**src/rtl/ps2_pkg.sv**
```systemverilog
// Shared types and constants for the PS/2 keyboard front end.
// Arrow defaults are E0-extended make codes packed as {ext, code}.
package ps2_pkg;

  typedef struct packed {
    logic       press;
    logic       ext;
    logic [7:0] code;
  } key_evt_t;

  typedef enum logic [1:0] {
    RX_IDLE,
    RX_DATA,
    RX_PARITY,
    RX_STOP
  } rx_state_t;

  localparam logic [7:0] PS2_EXT   = 8'hE0;
  localparam logic [7:0] PS2_BRK   = 8'hF0;
  localparam logic [7:0] PS2_PAUSE = 8'hE1;

  localparam logic [8:0] KEY_RIGHT = 9'h174;
  localparam logic [8:0] KEY_LEFT  = 9'h16B;
  localparam logic [8:0] KEY_DOWN  = 9'h172;
  localparam logic [8:0] KEY_UP    = 9'h175;

  // The Pause sequence is E1 followed by seven more bytes that carry no key event.
  localparam logic [2:0] PAUSE_TAIL = 3'd7;

  function automatic logic is_discard(input logic [7:0] b);
    return (b == 8'h00) || (b == 8'hAA) || (b == 8'hFA) || (b == 8'hFE) || (b == 8'hFF);
  endfunction

endpackage

```
**src/rtl/ps2_frame_rx.sv**
```systemverilog
// PS/2 frame receiver: synchronises the pins, samples data on psClk falling
// edges and emits one byte strobe per valid frame or an error strobe.
module ps2_frame_rx
  import ps2_pkg::*;
#(
  parameter int SYNC_STAGES    = 2,
  parameter int TIMEOUT_CYCLES = 50000
) (
  input  logic       clk,
  input  logic       rst,
  input  logic       ps_clk,
  input  logic       ps_data,
  output logic [7:0] rx_byte,
  output logic       rx_valid,
  output logic       rx_err
);

  localparam int               TW          = $clog2(TIMEOUT_CYCLES);
  localparam logic [TW-1:0]    TIMEOUT_MAX = TW'(TIMEOUT_CYCLES - 1);

  logic [SYNC_STAGES-1:0] clk_sync_q, clk_sync_d;
  logic [SYNC_STAGES-1:0] data_sync_q, data_sync_d;
  logic                   clk_prev_q, clk_prev_d;
  logic [TW-1:0]          timer_q, timer_d;

  rx_state_t  state_q;
  logic [2:0] bit_cnt_q;
  logic [7:0] shift_q;
  logic       parity_q;
  logic [7:0] rx_byte_q;
  logic       rx_valid_q;
  logic       rx_err_q;

  logic fall;
  logic bit_in;
  logic timeout;

  assign fall    = clk_prev_q & ~clk_sync_q[SYNC_STAGES-1];
  assign bit_in  = data_sync_q[SYNC_STAGES-1];
  assign timeout = (timer_q == TIMEOUT_MAX) && !fall && (state_q != RX_IDLE);

  // The timer saturates while the bus is idle so a long pause never wraps into a false timeout.
  always_comb begin
    clk_sync_d  = {clk_sync_q[SYNC_STAGES-2:0], ps_clk};
    data_sync_d = {data_sync_q[SYNC_STAGES-2:0], ps_data};
    clk_prev_d  = clk_sync_q[SYNC_STAGES-1];
    if (fall) begin
      timer_d = '0;
    end else if (timer_q == TIMEOUT_MAX) begin
      timer_d = timer_q;
    end else begin
      timer_d = timer_q + TW'(1);
    end
  end

  always_ff @(posedge clk or posedge rst) begin
    if (rst) begin
      clk_sync_q  <= '1;
      data_sync_q <= '1;
      clk_prev_q  <= 1'b1;
      timer_q     <= '0;
    end else begin
      clk_sync_q  <= clk_sync_d;
      data_sync_q <= data_sync_d;
      clk_prev_q  <= clk_prev_d;
      timer_q     <= timer_d;
    end
  end

  always_ff @(posedge clk or posedge rst) begin
    if (rst) begin
      state_q    <= RX_IDLE;
      bit_cnt_q  <= '0;
      shift_q    <= '0;
      parity_q   <= 1'b0;
      rx_byte_q  <= '0;
      rx_valid_q <= 1'b0;
      rx_err_q   <= 1'b0;
    end else begin
      rx_valid_q <= 1'b0;
      rx_err_q   <= 1'b0;
      if (timeout) begin
        state_q  <= RX_IDLE;
        rx_err_q <= 1'b1;
      end else if (fall) begin
        case (state_q)
          RX_IDLE: begin
            if (!bit_in) begin
              state_q   <= RX_DATA;
              bit_cnt_q <= '0;
            end
          end
          RX_DATA: begin
            shift_q   <= {bit_in, shift_q[7:1]};
            bit_cnt_q <= bit_cnt_q + 3'd1;
            if (bit_cnt_q == 3'd7) state_q <= RX_PARITY;
          end
          RX_PARITY: begin
            parity_q <= bit_in;
            state_q  <= RX_STOP;
          end
          RX_STOP: begin
            state_q <= RX_IDLE;
            if (bit_in && (^{shift_q, parity_q})) begin
              rx_byte_q  <= shift_q;
              rx_valid_q <= 1'b1;
            end else begin
              rx_err_q <= 1'b1;
            end
          end
          default: state_q <= RX_IDLE;
        endcase
      end
    end
  end

  assign rx_byte  = rx_byte_q;
  assign rx_valid = rx_valid_q;
  assign rx_err   = rx_err_q;

endmodule

```
**src/rtl/ps2_key_tracker.sv**
```systemverilog
// PS/2 keyboard front end: decodes make/break/E0 scancodes, tracks held state
// of watched keys and queues every key event in a first-word-fall-through FIFO.
module ps2_key_tracker
  import ps2_pkg::*;
#(
  parameter int                    NUM_KEYS       = 4,
  parameter logic [NUM_KEYS*9-1:0] KEY_CODES      = {KEY_UP, KEY_DOWN, KEY_LEFT, KEY_RIGHT},
  parameter int                    SYNC_STAGES    = 2,
  parameter int                    TIMEOUT_CYCLES = 50000,
  parameter int                    FIFO_DEPTH     = 8
) (
  input  logic                Clk,
  input  logic                reset,
  input  logic                psClk,
  input  logic                psData,
  output logic [7:0]          keyCode,
  output logic                keyExt,
  output logic                press,
  output logic [NUM_KEYS-1:0] key_down,
  output logic [NUM_KEYS-1:0] key_edge,
  output logic                evt_valid,
  input  logic                evt_ready,
  output logic [9:0]          evt_data,
  output logic                evt_overflow,
  output logic                frame_err
);

  localparam int            AW      = $clog2(FIFO_DEPTH);
  localparam logic [AW:0]   PTR_ONE = 1;

  // Reset asserts immediately but releases on a clock edge.
  logic [1:0] rst_sync_q;
  logic       rst;

  always_ff @(posedge Clk or posedge reset) begin
    if (reset) rst_sync_q <= 2'b11;
    else       rst_sync_q <= {rst_sync_q[0], 1'b0};
  end

  assign rst = rst_sync_q[1];

  logic [7:0] rx_byte;
  logic       rx_valid;

  ps2_frame_rx #(
    .SYNC_STAGES   (SYNC_STAGES),
    .TIMEOUT_CYCLES(TIMEOUT_CYCLES)
  ) u_rx (
    .clk     (Clk),
    .rst     (rst),
    .ps_clk  (psClk),
    .ps_data (psData),
    .rx_byte (rx_byte),
    .rx_valid(rx_valid),
    .rx_err  (frame_err)
  );

  logic       ext_q, ext_d;
  logic       brk_q, brk_d;
  logic [2:0] skip_q, skip_d;
  logic       evt_fire;
  key_evt_t   evt;

  always_comb begin
    ext_d      = ext_q;
    brk_d      = brk_q;
    skip_d     = skip_q;
    evt_fire   = 1'b0;
    evt.press  = ~brk_q;
    evt.ext    = ext_q;
    evt.code   = rx_byte;
    if (rx_valid) begin
      if (skip_q != 3'd0) begin
        skip_d = skip_q - 3'd1;
      end else if (rx_byte == PS2_EXT) begin
        ext_d = 1'b1;
      end else if (rx_byte == PS2_BRK) begin
        brk_d = 1'b1;
      end else begin
        ext_d = 1'b0;
        brk_d = 1'b0;
        if (rx_byte == PS2_PAUSE) skip_d = PAUSE_TAIL;
        else if (!is_discard(rx_byte)) evt_fire = 1'b1;
      end
    end
  end

  logic [7:0]          key_code_q, key_code_d;
  logic                key_ext_q, key_ext_d;
  logic                press_q, press_d;
  logic [NUM_KEYS-1:0] key_down_q, key_down_d;
  logic [NUM_KEYS-1:0] key_edge_q, key_edge_d;

  // Repeats of an already-held key leave key_down unchanged, so no edge is raised.
  always_comb begin
    key_code_d = key_code_q;
    key_ext_d  = key_ext_q;
    press_d    = press_q;
    key_down_d = key_down_q;
    if (evt_fire) begin
      key_code_d = evt.code;
      key_ext_d  = evt.ext;
      press_d    = evt.press;
      for (int i = 0; i < NUM_KEYS; i++) begin
        if ({evt.ext, evt.code} == KEY_CODES[i*9 +: 9]) key_down_d[i] = evt.press;
      end
    end
    key_edge_d = key_down_d ^ key_down_q;
  end

  logic [AW:0] wr_ptr_q, wr_ptr_d;
  logic [AW:0] rd_ptr_q, rd_ptr_d;
  logic        overflow_q, overflow_d;
  key_evt_t    mem_q [FIFO_DEPTH];
  logic        fifo_empty;
  logic        fifo_full;
  logic        pop;
  logic        push_ok;

  assign fifo_empty = (wr_ptr_q == rd_ptr_q);
  assign fifo_full  = (wr_ptr_q[AW] != rd_ptr_q[AW]) && (wr_ptr_q[AW-1:0] == rd_ptr_q[AW-1:0]);
  assign pop        = !fifo_empty && evt_ready;
  // A pop frees the head slot in the same cycle, so a push into a full FIFO still fits.
  assign push_ok    = evt_fire && (!fifo_full || pop);

  always_comb begin
    wr_ptr_d   = push_ok ? wr_ptr_q + PTR_ONE : wr_ptr_q;
    rd_ptr_d   = pop ? rd_ptr_q + PTR_ONE : rd_ptr_q;
    overflow_d = overflow_q | (evt_fire && fifo_full && !pop);
  end

  always_ff @(posedge Clk or posedge rst) begin
    if (rst) begin
      ext_q      <= 1'b0;
      brk_q      <= 1'b0;
      skip_q     <= '0;
      key_code_q <= '0;
      key_ext_q  <= 1'b0;
      press_q    <= 1'b0;
      key_down_q <= '0;
      key_edge_q <= '0;
      wr_ptr_q   <= '0;
      rd_ptr_q   <= '0;
      overflow_q <= 1'b0;
    end else begin
      ext_q      <= ext_d;
      brk_q      <= brk_d;
      skip_q     <= skip_d;
      key_code_q <= key_code_d;
      key_ext_q  <= key_ext_d;
      press_q    <= press_d;
      key_down_q <= key_down_d;
      key_edge_q <= key_edge_d;
      wr_ptr_q   <= wr_ptr_d;
      rd_ptr_q   <= rd_ptr_d;
      overflow_q <= overflow_d;
    end
  end

  always_ff @(posedge Clk) begin
    if (push_ok) mem_q[wr_ptr_q[AW-1:0]] <= evt;
  end

  assign keyCode      = key_code_q;
  assign keyExt       = key_ext_q;
  assign press        = press_q;
  assign key_down     = key_down_q;
  assign key_edge     = key_edge_q;
  assign evt_valid    = !fifo_empty;
  assign evt_data     = fifo_empty ? 10'd0 : mem_q[rd_ptr_q[AW-1:0]];
  assign evt_overflow = overflow_q;

endmodule

```
**config.mk**
```make
export PLATFORM = sky130hd
export DESIGN_NAME = ps2_key_tracker
export DESIGN_NICKNAME = d
export VERILOG_FILES = /design/src/rtl/ps2_pkg.sv /design/src/rtl/ps2_frame_rx.sv /design/src/rtl/ps2_key_tracker.sv
export SDC_FILE = /design/constraint.sdc
export NUM_CORES = 1
export LEC_CHECK = 0
export BUFFER_PORTS_ARGS = -buffer_cell sky130_fd_sc_hd__buf_2
export CORE_MARGIN = 2
export CORE_UTILIZATION = 50
export DETAILED_ROUTE_END_ITERATION = 12
export PLACE_DENSITY = 0.76
export SYNTH_ARGS = -nofsm -noshare
export SYNTH_HDL_FRONTEND = slang
export SYNTH_SLANG_ARGS = --single-unit
```
**constraint.sdc**
```tcl
create_clock -name Clk -period 2.4 [get_ports Clk]
set_input_delay 0.36 -clock Clk [delete_from_list [all_inputs] [get_ports Clk]]
set_output_delay 0.36 -clock Clk [all_outputs]
set_load 0.02 [all_outputs]
```
==> tab_implementation.tex <==
\begin{tabular}{lr}
\hline
Metric & Value \\
\hline
\multicolumn{2}{l}{\textbf{Min path}} \\
Destination of the worst hold path & u\_rx.clk\_sync\_q[0]\$\_DFF\_PP1\_ \\
Number of cells on the worst hold path & 1 \\
Critical hold path startpoint & psClk \\
Min-delay worst type & input port to flop \\
\multicolumn{2}{l}{\textbf{Timing}} \\
Fmax & 0.4358 GHz \\
Rel. slew slack & 0.5717 \\
Clk\_skew & 0.01105 ns \\
Slew @ Worst Pin & 0.6415 ns \\
Max-slew violation total from the final report & 0 \\
Post-Route Setup TNS & 0 ns \\
Count of final hold-check violations & 0 \\
Final worst-path cycle share & 0.9561 \\
Count of final setup violators & 0 \\
Setup ws final & 0.1052 ns \\
Unrepaired setup endpoints after global routing & false \\
Post-route minimum period & 2.295 ns \\
WHS & 0.04217 ns \\
\multicolumn{2}{l}{\textbf{Critical path}} \\
Top cell family by delay on the critical path & multiplexers \\
R2r endpoint & keyCode[1]\$\_DFFE\_PP0P\_ \\
Kind of end point of the critical path & output port \\
Setup crit start kind & flop \\
Data arrival time of the critical path & 1.93 ns \\
Critical register-to-register path startpoint & u\_rx.rx\_byte[1]\$\_DFFE\_PP0P\_ \\
Critical path fanouts, max & 10 \\
Cell-by-cell trace of the critical path & buf\_6 > mux4\_2 > mux2i\_1 > nor2\_1 > buf\_2 \\
Crit path kind & flop to output port \\
Buffers plus inverters on the worst setup path & 2 \\
CP peak stage delay & 0.52 ns \\
Number of cells on the worst reg-to-reg path & 5 \\
Slack of the worst reg-to-reg path & 0.17 ns \\
Data required time of the worst path & 2.04 ns \\
Standard cell with the maximum stage delay on the critical path & sky130\_fd\_sc\_hd\_\_mux4\_2 \\
\multicolumn{2}{l}{\textbf{Status}} \\
Outcome & complete, no violations \\
\multicolumn{2}{l}{\textbf{Synthesis}} \\
Synth async-reset ratio & 0.4969 \\
Mean area per synthesized cell & 14.89 µm² \\
Netlist cell types & 53 \\
Post-synthesis sequential element count & 159 \\
Number of enable flip-flop cells after synthesis & 80 \\
Sequential-to-total area share from yosys stat & 0.6476 \\
Post-Synthesis Cells & 455 \\
Warnings from Yosys & 0 \\
Dominant synthesized flop cell & sky130\_fd\_sc\_hd\_\_edfxtp\_1 \\
Cell area after technology mapping & 0.006775 mm² \\
Synthesized netlist net count & 472 \\
\multicolumn{2}{l}{\textbf{GRT}} \\
Maximum number of pins on one net before global-route repair & 49 \\
Total congestion overflow after global routing & 0 \\
Met1 track demand over resource & 0.2377 \\
Fraction of met3 tracks used by global routing & 0.05566 \\
Global Route met2 Usage & 0.3118 \\
Initial antenna violation count & 0 \\
Busiest grt layer & met2 \\
Number of global-route vias before repair & 3,960 \\
Total GRT Usage & 0.1883 \\
First-pass GRT wire length & 20,510 µm \\
\multicolumn{2}{l}{\textbf{Clock tree}} \\
Max clock buf depth & 2 \\
Total number of clock tree sinks & 159 \\
TritonCTS buffer count & 17 \\
Clock root buffer master & sky130\_fd\_sc\_hd\_\_clkbuf\_16 \\
Depth of the CTS H-tree & 4 \\
Clock tree from TritonCTS & done \\
Clock-pin slew on the worst setup and hold paths & 0.06 ns \\
Clock latency on the worst-skew pair & 0.42 ns \\
Buffers inserted by post-CTS timing repair & 0 \\
\multicolumn{2}{l}{\textbf{Placement}} \\
Pre-CTS WS & 0.1049 ns \\
Detailed-placement wirelength estimate & 8389 µm \\
Post-placement cell area & 0.007353 mm² \\
Total of buffers placed on input and output ports & 35 \\
Final weighted congestion in routability-driven placement & 0.7980 \\
\multicolumn{2}{l}{\textbf{Power}} \\
Max VDD drop & 660.1 µV \\
Power per Cell Area & 1072 mW/mm² \\
Leak pwr & 3.288 nW \\
\multicolumn{2}{l}{\textbf{Floorplanning}} \\
Starting Density & 0.5116 \\
DIE HEIGHT & 120.4 µm \\
Area of the die & 0.01450 mm² \\
Standard-cell rows & 42 \\
Boundary pin count & 36 \\
Horizontal die dimension & 120.4 µm \\
Core area & 0.01324 mm² \\
\multicolumn{2}{l}{\textbf{Job}} \\
Total of max-cap violations & 0 \\
\multicolumn{2}{l}{\textbf{Cells and area}} \\
Area of all placed cells without fillers & 0.007990 mm² \\
Post-layout nets & 535 \\
Area growth from synthesis to layout & 17.93\% \\
Commonest cells after routing, fill and taps aside & 80 x sky130\_fd\_sc\_hd\_\_edfxtp\_1, 71 x sky130\_fd\_sc\_hd\_\_dfrtp\_1, 38 x sky130\_fd\_sc\_hd\_\_nor2\_1 \\
Share of layout cells above drive strength 1 & 0.3013 \\
Post-layout util & 0.6034 \\
Filler instances & 984 \\
Count of inserted antenna diode cells & 0 \\
Most frequent standard cell in the layout excluding fill and tap cells & sky130\_fd\_sc\_hd\_\_edfxtp\_1 \\
\multicolumn{2}{l}{\textbf{Detailed routing}} \\
DRC viols & 0 \\
Via count & 3,879 \\
Detailed Routing Iterations Pass 1 & 4 \\
Post-route ant nets & 0 \\
Routed length per instance & 17.82 µm \\
Post-DR vias/cell & 5.487 \\
Initial detailed-routing violation count & 318 \\
Routed WL & 12,600 µm \\
\hline
\end{tabular}
==> report_power, final <==
part,switching (mW),internal (mW)
Combinational,1.30,1.10
Clock,1.06,1.64
Sequential,0.276,3.19
Total,2.64,5.93
==> cell families (layout without fill, tap and decap cells) <==
| group | Yosys count | count (layout) | synth area share |
|---|---|---|---|
| AOI/OAI and AO/OA | 25 | 25 | 0.02401 |
| other | 1 | 1 | 0.0005535 |
| buffers and inverters | 36 | 112 | 0.02216 |
| DFF | 159 | 159 | 0.6476 |
| muxes | 64 | 64 | 0.1391 |
| and+or+nand+nor | 123 | 123 | 0.09603 |
| adders and majority gates | 12 | 12 | 0.02216 |
| xor gates and xnor gates | 35 | 35 | 0.04838 |
==> flip-flops by register name, indices dropped and copies added (netlist names), 2 cells and up <==
signal,flops
u_rx.timer_q,16
wr_ptr_q,4
mem_q,80
key_down,4
keyCode,8
u_rx.bit_cnt_q,3
u_rx.rx_byte,8
u_rx.clk_sync_q,2
u_rx.state_q,2
u_rx.data_sync_q,2
u_rx.shift_q,8
skip_q,3
rst_sync_q,2
rd_ptr_q,4
key_edge,4
==> Yosys cell counts (all sizes together) (4+ instances only) <==
| cell | instances | area, µm² |
|---|---|---|
| mux4 | 20 | 450.4 |
| edfxtp | 80 | 2402 |
| nor2 | 38 | 142.6 |
| inv | 16 | 60.06 |
| nor3 | 9 | 50.05 |
| o21ai | 7 | 35.03 |
| nand3 | 14 | 75.07 |
| xnor2 | 14 | 130.1 |
| mux2i | 12 | 120.1 |
| buf | 8 | 45.04 |
| clkbuf | 12 | 45.04 |
| a21oi | 6 | 30.03 |
| ha | 12 | 150.1 |
| dfstp | 7 | 183.9 |
| nor4 | 13 | 81.33 |
| nand4 | 7 | 58.81 |
| xor2 | 20 | 175.2 |
| mux2 | 32 | 371.6 |
| and3 | 4 | 25.02 |
| nand2 | 20 | 77.58 |
| dfrtp | 72 | 1802 |
==> what timing repair did <==
action / 4_1_cts / 5_1_grt
endpoints found under the hold margin: 2 / 0
setup endpoints to repair: 4 / 53
gates resized for setup: 2 / 4
hold buffers: 1 / 0
pin swaps: 0 / 0
==> routing by layer <==
layer | up-vias | part of all wire | routed length [µm]
li1 | 1813 | - | -
met1 | 1967 | 0.42 | 5258
met2 | 83 | 0.53 | 6692
met3 | 16 | 0.037 | 472
met4 | 0 | 0.014 | 175
met5 | - | 0 | 0
==> final cells by class <==
cell class                      count  area, µm²  area share
Timing Repair Buffer               64      419.2     0.05246
Clock inverter                     13      165.2     0.02067
Sequential cell                   159       4389      0.5493
Tap cell                          176      220.2     0.02756
Clock buffer                       19      432.9     0.05418
Inverter                           16      60.06    0.007516
Multi-Input combinational cell    260       2303      0.2883
==> worst max-delay path by stage <==
| stage | depth (start not counted) | start | slack [ns] | end |
|---|---|---|---|---|
| finish | 5 | rd_ptr_q[0]$_DFFE_PP0P_ | 0.11 | evt_data[1] |
| global route | 5 | wr_ptr_q[1]$_DFFE_PP0P_ | 0.004 | evt_data[5] |
| CTS | 5 | rd_ptr_q[0]$_DFFE_PP0P_ | 0.002 | evt_data[1] |
| detailed placement | 7 | skip_q[0]$_DFFE_PP0P_ | 0.10 | mem_q[1][3]$_DFFE_PP_ |
| global placement | 7 | skip_q[0]$_DFFE_PP0P_ | 0.23 | mem_q[2][3]$_DFFE_PP_ |
| floorplan | 6 | u_rx.rx_byte[3]$_DFFE_PP0P_ | -0.33 | mem_q[0][0]$_DFFE_PP_ |
==> worst reg2reg max path, cell delays in order, from the launching register on <==
cell and delay, ns:
sky130_fd_sc_hd__dfrtp_1 0.46, sky130_fd_sc_hd__or4b_1 0.55, sky130_fd_sc_hd__nor3_1 0.28, sky130_fd_sc_hd__nor3_2 0.14
sky130_fd_sc_hd__nand2_2 0.30, sky130_fd_sc_hd__mux2_1 0.37
==> stage by stage <==
stage / total power [mW] / cells
after CTS: 8.623 / 707
after detailed placement: 5.879 / 674
after floorplan: 5.211 / 455
final: 8.563 / 707
after global placement: 5.784 / 674
after global routing: 8.995 / 707
(Power assumes the default switching activity.)
